File: src/rtl/rs_pkg.sv
// Shared constants and the entry record for the reservation station pool.
package rs_pkg;

  localparam int unsigned RS_DEPTH_DEF  = 8;
  localparam int unsigned TAG_W_DEF     = 5;
  localparam int unsigned DATA_W_DEF    = 32;
  localparam int unsigned PAYLOAD_W_DEF = 96;

  // Entry record at the default configuration
  typedef struct packed {
    logic                             busy;
    logic [PAYLOAD_W_DEF-1:0]         payload;
    logic [TAG_W_DEF-1:0]             tag;
    logic [1:0]                       src_rdy;
    logic [1:0][TAG_W_DEF-1:0]        src_tag;
    logic [1:0][DATA_W_DEF-1:0]       src_val;
  } rs_entry_t;

endpackage

File: src/rtl/rs_age_matrix.sv
// Age matrix for the reservation station pool; grants the oldest eligible entry.
// older_q[i][j] set means entry j was allocated before entry i.
module rs_age_matrix #(
  parameter int unsigned DEPTH = 8
) (
  input  logic             clock,
  input  logic             reset,
  input  logic             flush,
  input  logic [DEPTH-1:0] alloc,
  input  logic [DEPTH-1:0] clear,
  input  logic [DEPTH-1:0] busy,
  input  logic [DEPTH-1:0] elig,
  output logic [DEPTH-1:0] grant_c
);

  logic [DEPTH-1:0] older_q [DEPTH];

  // New row snapshots live entries; freed or reused columns are wiped
  always_ff @(posedge clock) begin
    if (reset || flush) begin
      for (int i = 0; i < int'(DEPTH); i++) older_q[i] <= '0;
    end else begin
      for (int i = 0; i < int'(DEPTH); i++) begin
        for (int j = 0; j < int'(DEPTH); j++) begin
          if (alloc[i])
            older_q[i][j] <= busy[j] & ~clear[j];
          else if (alloc[j] | clear[j])
            older_q[i][j] <= 1'b0;
        end
      end
    end
  end

  always_comb begin
    grant_c = '0;
    for (int i = 0; i < int'(DEPTH); i++)
      grant_c[i] = elig[i] & ~(|(older_q[i] & elig));
  end

endmodule

File: src/rtl/rs_pool.sv
// Age-ordered reservation station pool with CDB wakeup and valid/ready issue.
// Define RS_AGE_ORDER_EN for oldest-first selection; otherwise lowest index wins.
module rs_pool
  import rs_pkg::*;
#(
  parameter int unsigned RS_DEPTH  = RS_DEPTH_DEF,
  parameter int unsigned TAG_W     = TAG_W_DEF,
  parameter int unsigned DATA_W    = DATA_W_DEF,
  parameter int unsigned PAYLOAD_W = PAYLOAD_W_DEF
) (
  input  logic                           clock,
  input  logic                           reset,
  input  logic                           flush,
  input  logic                           dp_valid,
  output logic                           dp_ready,
  input  logic [PAYLOAD_W-1:0]           dp_payload,
  input  logic [TAG_W-1:0]               dp_tag,
  input  logic [1:0]                     dp_src_rdy,
  input  logic [2*TAG_W-1:0]             dp_src_tag,
  input  logic [2*DATA_W-1:0]            dp_src_val,
  input  logic                           cdb_valid,
  input  logic [TAG_W-1:0]               cdb_tag,
  input  logic [DATA_W-1:0]              cdb_value,
  output logic                           is_valid,
  input  logic                           is_ready,
  output logic [PAYLOAD_W-1:0]           is_payload,
  output logic [TAG_W-1:0]               is_tag,
  output logic [DATA_W-1:0]              is_src1,
  output logic [DATA_W-1:0]              is_src2,
  output logic [$clog2(RS_DEPTH+1)-1:0]  free_count
);

  localparam int unsigned FC_W = $clog2(RS_DEPTH + 1);

  logic [RS_DEPTH-1:0]  busy_q;
  logic [PAYLOAD_W-1:0] payload_q [RS_DEPTH];
  logic [TAG_W-1:0]     tag_q     [RS_DEPTH];
  logic [1:0]           src_rdy_q [RS_DEPTH];
  logic [TAG_W-1:0]     src_tag_q [RS_DEPTH][2];
  logic [DATA_W-1:0]    src_val_q [RS_DEPTH][2];

  logic [RS_DEPTH-1:0]  alloc_oh, elig, grant, issue_oh;
  logic                 alloc_found;
  logic                 do_alloc, do_issue;
  logic [1:0]           new_rdy;
  logic [DATA_W-1:0]    new_val [2];

  assign dp_ready = ~&busy_q;
  assign do_alloc = dp_valid & dp_ready;
  assign is_valid = |elig;
  assign do_issue = is_valid & is_ready;
  assign issue_oh = grant & {RS_DEPTH{is_ready}};

  // Lowest-index free entry
  always_comb begin
    alloc_oh    = '0;
    alloc_found = 1'b0;
    for (int i = 0; i < int'(RS_DEPTH); i++) begin
      if (!busy_q[i] && !alloc_found) begin
        alloc_oh[i] = dp_valid;
        alloc_found = 1'b1;
      end
    end
  end

  // Catch a broadcast that coincides with dispatch
  always_comb begin
    new_rdy = '0;
    for (int s = 0; s < 2; s++) begin
      new_rdy[s] = dp_src_rdy[s] |
                   (cdb_valid & (dp_src_tag[s*TAG_W +: TAG_W] == cdb_tag));
      new_val[s] = dp_src_rdy[s] ? dp_src_val[s*DATA_W +: DATA_W] : cdb_value;
    end
  end

  always_comb begin
    elig = '0;
    for (int i = 0; i < int'(RS_DEPTH); i++)
      elig[i] = busy_q[i] & (&src_rdy_q[i]);
  end

`ifdef RS_AGE_ORDER_EN
  rs_age_matrix #(.DEPTH(RS_DEPTH)) u_age (
    .clock   (clock),
    .reset   (reset),
    .flush   (flush),
    .alloc   (alloc_oh),
    .clear   (issue_oh),
    .busy    (busy_q),
    .elig    (elig),
    .grant_c (grant)
  );
`else
  logic grant_found;

  always_comb begin
    grant       = '0;
    grant_found = 1'b0;
    for (int i = 0; i < int'(RS_DEPTH); i++) begin
      if (elig[i] && !grant_found) begin
        grant[i]    = 1'b1;
        grant_found = 1'b1;
      end
    end
  end
`endif

  // One-hot OR mux; all zero when nothing is eligible
  always_comb begin
    is_payload = '0;
    is_tag     = '0;
    is_src1    = '0;
    is_src2    = '0;
    for (int i = 0; i < int'(RS_DEPTH); i++) begin
      if (grant[i]) begin
        is_payload = is_payload | payload_q[i];
        is_tag     = is_tag | tag_q[i];
        is_src1    = is_src1 | src_val_q[i][0];
        is_src2    = is_src2 | src_val_q[i][1];
      end
    end
  end

  always_ff @(posedge clock) begin
    if (reset || flush) begin
      busy_q     <= '0;
      free_count <= FC_W'(RS_DEPTH);
    end else begin
      busy_q <= (busy_q | alloc_oh) & ~issue_oh;
      if (do_alloc && !do_issue)
        free_count <= free_count - FC_W'(1);
      else if (!do_alloc && do_issue)
        free_count <= free_count + FC_W'(1);
    end
  end

  // Entry datapath; validity is carried solely by busy_q
  always_ff @(posedge clock) begin
    for (int i = 0; i < int'(RS_DEPTH); i++) begin
      if (alloc_oh[i]) begin
        payload_q[i] <= dp_payload;
        tag_q[i]     <= dp_tag;
        src_rdy_q[i] <= new_rdy;
        for (int s = 0; s < 2; s++) begin
          src_tag_q[i][s] <= dp_src_tag[s*TAG_W +: TAG_W];
          src_val_q[i][s] <= new_val[s];
        end
      end else begin
        for (int s = 0; s < 2; s++) begin
          if (busy_q[i] && !src_rdy_q[i][s] && cdb_valid && (src_tag_q[i][s] == cdb_tag)) begin
            src_rdy_q[i][s] <= 1'b1;
            src_val_q[i][s] <= cdb_value;
          end
        end
      end
    end
  end

endmodule

File: config.mk
export PLATFORM = sky130hd
export DESIGN_NAME = rs_pool
export DESIGN_NICKNAME = d
export VERILOG_FILES = /design/src/rtl/rs_pkg.sv /design/src/rtl/rs_age_matrix.sv /design/src/rtl/rs_pool.sv
export SDC_FILE = /design/constraint.sdc
export NUM_CORES = 2
export LEC_CHECK = 0
export CAP_MARGIN = 10
export CORE_ASPECT_RATIO = 1.2
export CORE_MARGIN = 2
export CORE_UTILIZATION = 64
export DETAILED_ROUTE_END_ITERATION = 16
export PLACE_DENSITY = 0.85
export RECOVER_POWER = 25
export SYNTH_ARGS = -nofsm -noshare
export SYNTH_HDL_FRONTEND = slang
export SYNTH_SLANG_ARGS = --single-unit
File: constraint.sdc
create_clock -name clock -period 12.4 [get_ports clock]
set_input_delay 1.86 -clock clock [delete_from_list [all_inputs] [get_ports clock]]
set_output_delay 1.86 -clock clock [all_outputs]
set_load 0.02 [all_outputs]
==> results.py <==
metrics = {
    "status": {
        "outcome": "finished clean",
    },
    "final_layout": {
        "drive_above_1_share": 0.202,
        "syn2layout_area_growth_pct": 13.6,
        "fin_util": 0.734,
        "layout.cells.non_filler": 5765,
        "fin_nets": 4583,
        "fillerInstances": 5681,
        "fin_area_um2": 72200,
    },
    "worst_setup_path": {
        "rr_startpoint": "busy_q[1]$_SDFF_PP0_",
        "critical_path_buf_inv_count": 4,
        "worst-r2r-cell-count": 6,
        "critPathTopFamily": "buffers and inverters",
        "cp.required_ns": 10.54,
        "timing.rr.end": "tag_q[1][16]$_DFFE_PP_",
        "max_stage_delay_ns": 0.97,
        "critPathKind": "reg -> out",
        "end_kind": "primary output",
        "crit_path_start_kind": "flip-flop",
        "r2r_setup_slack_ns": 8.13,
        "path_common_cell": "buf_4",
        "cp_cell_sequence": "and3_4 > nor3_2 > buf_4 > buf_4 > buf_4 > o221ai_1 > o2111ai_1 > clkdlybuf4s50_1",
        "arrival_ns": 6.25,
        "path_max_fanout": 91,
        "cpMaxStageDelayCell": "buf_4",
    },
    "logic_synthesis": {
        "synth_area_um2": 63600,
        "synth_edf_count": 1414,
        "yosysWarnings": 0,
        "syn_area_per_cell_um2": 15.4,
        "synthTopCellsByArea": "edfxtp_1 67%, mux2_2 6.7%, mux2_4 4.6%, nand3_1 2.7%, o2111ai_1 2.3%",
        "async_flop_share": 0,
        "synth-main-ff-cell": "edfxtp_1",
        "ys_seq_elements": 1428,
        "ys_types": 46,
        "syn_inst": 4131,
        "ys_seq_area_frac": 0.672,
        "synth_area_leader_cell": "edfxtp_1",
        "synth_nets": 4355,
        "synth_top_area_frac": 0.668,
    },
    "sta": {
        "fin_crit_sh": 0.654,
        "post-route-min-period_ns": 8.11,
        "setup_viol": 0,
        "whs_ns": 0.539,
        "rsz0062_at_grt": "false",
        "fin_tns_setup_ns": 0,
        "setup_ws_ns": 4.29,
        "hold_viol": 0,
        "slew_violations": 0,
        "fmax_ghz": 0.123,
        "worst_pin_slew_ns": 1.28,
        "worst_clock_skew_ns": 0.0430,
        "maxSlewHeadroom": 0.148,
    },
    "place": {
        "gp_congestion": 0.817,
        "dp.cells": 5502,
        "pre_cts_slack_ns": 5.20,
        "place_area_um2": 67800,
        "numPortBuffers": 390,
        "dp_hpwl_um": 98400,
    },
    "floorplan": {
        "core_um2": 98400,
        "pin_count": 391,
        "dieArea_um2": 102000,
        "die-height_um": 349,
        "dieWidth_um": 292,
        "initial_core_util": 0.646,
        "core.rowCount": 126,
    },
    "routing": {
        "dr_total_vias": 41764,
        "ant_nets": 0,
        "drc": 0,
        "drt_wl_total_um": 187000,
        "drt_iter0_markers": 5842,
        "firstDrtPassIters": 8,
        "detail_route.wl_per_cell_um": 32.4,
        "via_per_inst": 7.24,
    },
    "power": {
        "power_leakage_nw": 26.3,
        "power_mw": 10.0,
        "power_density_nw_per_um2": 139,
        "power_frac_comb": 0.053,
        "p_switching_mw": 2.13,
        "ir_drop_uv": 132,
        "power_frac_seq": 0.537,
        "pwr-share-clk": 0.410,
        "swShare": 0.212,
        "p_int_mw": 7.92,
    },
    "clocking": {
        "worstSkewPairLatency_ns": 0.76,
        "cts.repair.resized": 0,
        "cts.sinks": 1428,
        "cts_inserted_buffers": 135,
        "root_buffer": "clkbuf_16",
        "clk_pin_slew_ns": 0.07,
        "clock_path_buffers": 3,
        "cts_post_setup_buffers_inserted": 0,
        "cts_tree": "built",
        "cts.htree.levels": 4,
        "hold_buffers": 0,
    },
    "global_route": {
        "grt_usage": 0.358,
        "grt_max_degree": 92,
        "grt_antenna_before_repair": 33,
        "overflow": 0,
        "grt_pass1_vias": 41970,
        "grt_first_pass_wirelength_um": 269000,
    },
    "hold_path": {
        "min_path_cells": 2,
        "hp-class": "reg -> reg",
        "min_from": "free_count[2]$_SDFFE_PP0P_",
        "worstHoldEndpoint": "free_count[2]$_SDFFE_PP0P_",
    },
    "job": {
        "cap_viol_max_count": 0,
    },
}
## layout by cell type (no fill, tap or decap), types with 82 or more instances in the layout
cell	count
a21oi_1	171
a21o_1	166
o221ai_1	165
nand3_1	339
o2bb2ai_1	165
mux2_4	196
clkbuf_16	137
and3_1	166
o2111ai_1	165
edfxtp_1	1414
buf_4	82
dlygate4sd3_1	97
mux2_2	380
clkdlybuf4s50_1	291
inv_1	170
## registers in the layout (all words and copies together), names as in the netlist
register	cells
payload_q	768
src_val_q	512
src_tag_q	80
tag_q	40
src_rdy_q	16
busy_q	8
free_count	4
## how the worst max path moves through the flow
stage	start	end	depth (start not counted)
2_1_floorplan	dp_valid	payload_q[1][192]$_DFFE_PP_	4
3_3_place_gp	busy_q[1]$_SDFF_PP0_	is_src1[27]	8
3_5_place_dp	busy_q[1]$_SDFF_PP0_	is_src1[23]	8
4_1_cts	busy_q[1]$_SDFF_PP0_	is_src1[23]	8
5_1_grt	busy_q[1]$_SDFF_PP0_	is_payload[37]	8
6_report	busy_q[1]$_SDFF_PP0_	is_payload[28]	8
## worst reg2reg max path, cell delays in order (launching register included)
cell	delay, ns
dfxtp_1	0.70
nand4_1	0.57
nor2_1	0.38
nand3b_1	0.28
inv_4	0.36
buf_4	0.73
buf_4	0.84
## metal layers
| metal | GRT usage | share of wire |
|---|---|---|
| met1 | 0.458 | 0.35 |
| met2 | 0.571 | 0.48 |
| met3 | 0.0813 | 0.12 |
| met4 | 0.201 | 0.055 |
| met5 | 0 | 0.00087 |
## kinds of logic (layout without fill, tap and decap cells)
family	count (synthesis)	after routing	share of synthesized area
AOI/OAI and AO/OA	857	857	0.104
other	0	23	0
adders and majority gates	4	4	0.000905
xor gates and xnor gates	92	92	0.0127
DFF	1428	1428	0.672
and+or+nand+nor	615	615	0.0522
buffers and inverters	555	886	0.0439
muxes	580	580	0.114
## Yosys cell counts, drive strengths merged (4+ instances only)
cell / n
o2111ai: 165
xnor2: 64
o221ai: 165
dfxtp: 14
dlygate4sd1: 20
nand2: 33
a31oi: 7
a21oi: 171
nand3: 344
mux2i: 4
and3: 172
o2bb2ai: 165
or4: 14
and2: 4
clkbuf: 244
a21o: 166
o21ai: 11
xor2: 28
mux2: 576
edfxtp: 1414
buf: 114
nor4: 4
nor2: 19
nand4: 18
inv: 174
## power by group through the flow
stage / clock (mW) / combinational (mW) / sequential (mW)
floorplan: 0 / 0.294 / 5.50
global placement: 0 / 0.506 / 5.49
detailed placement: 0 / 0.522 / 5.50
CTS: 4.11 / 0.529 / 5.40
global route: 4.29 / 0.558 / 5.40
finish: 4.12 / 0.532 / 5.40
## final cells by class
class	count	area, um^2	share of cell area
diodes	23	57.6	0.000797
clock buffers	162	3550	0.0492
clock inverters	78	801	0.0111
inverters	174	663	0.00918
multi-input cells	2148	18300	0.253
flip-flops and latches	1428	42700	0.592
well taps	1280	1600	0.0222
repair buffers	472	4510	0.0624
No activity file was read; power rests on OpenSTA's default activity.
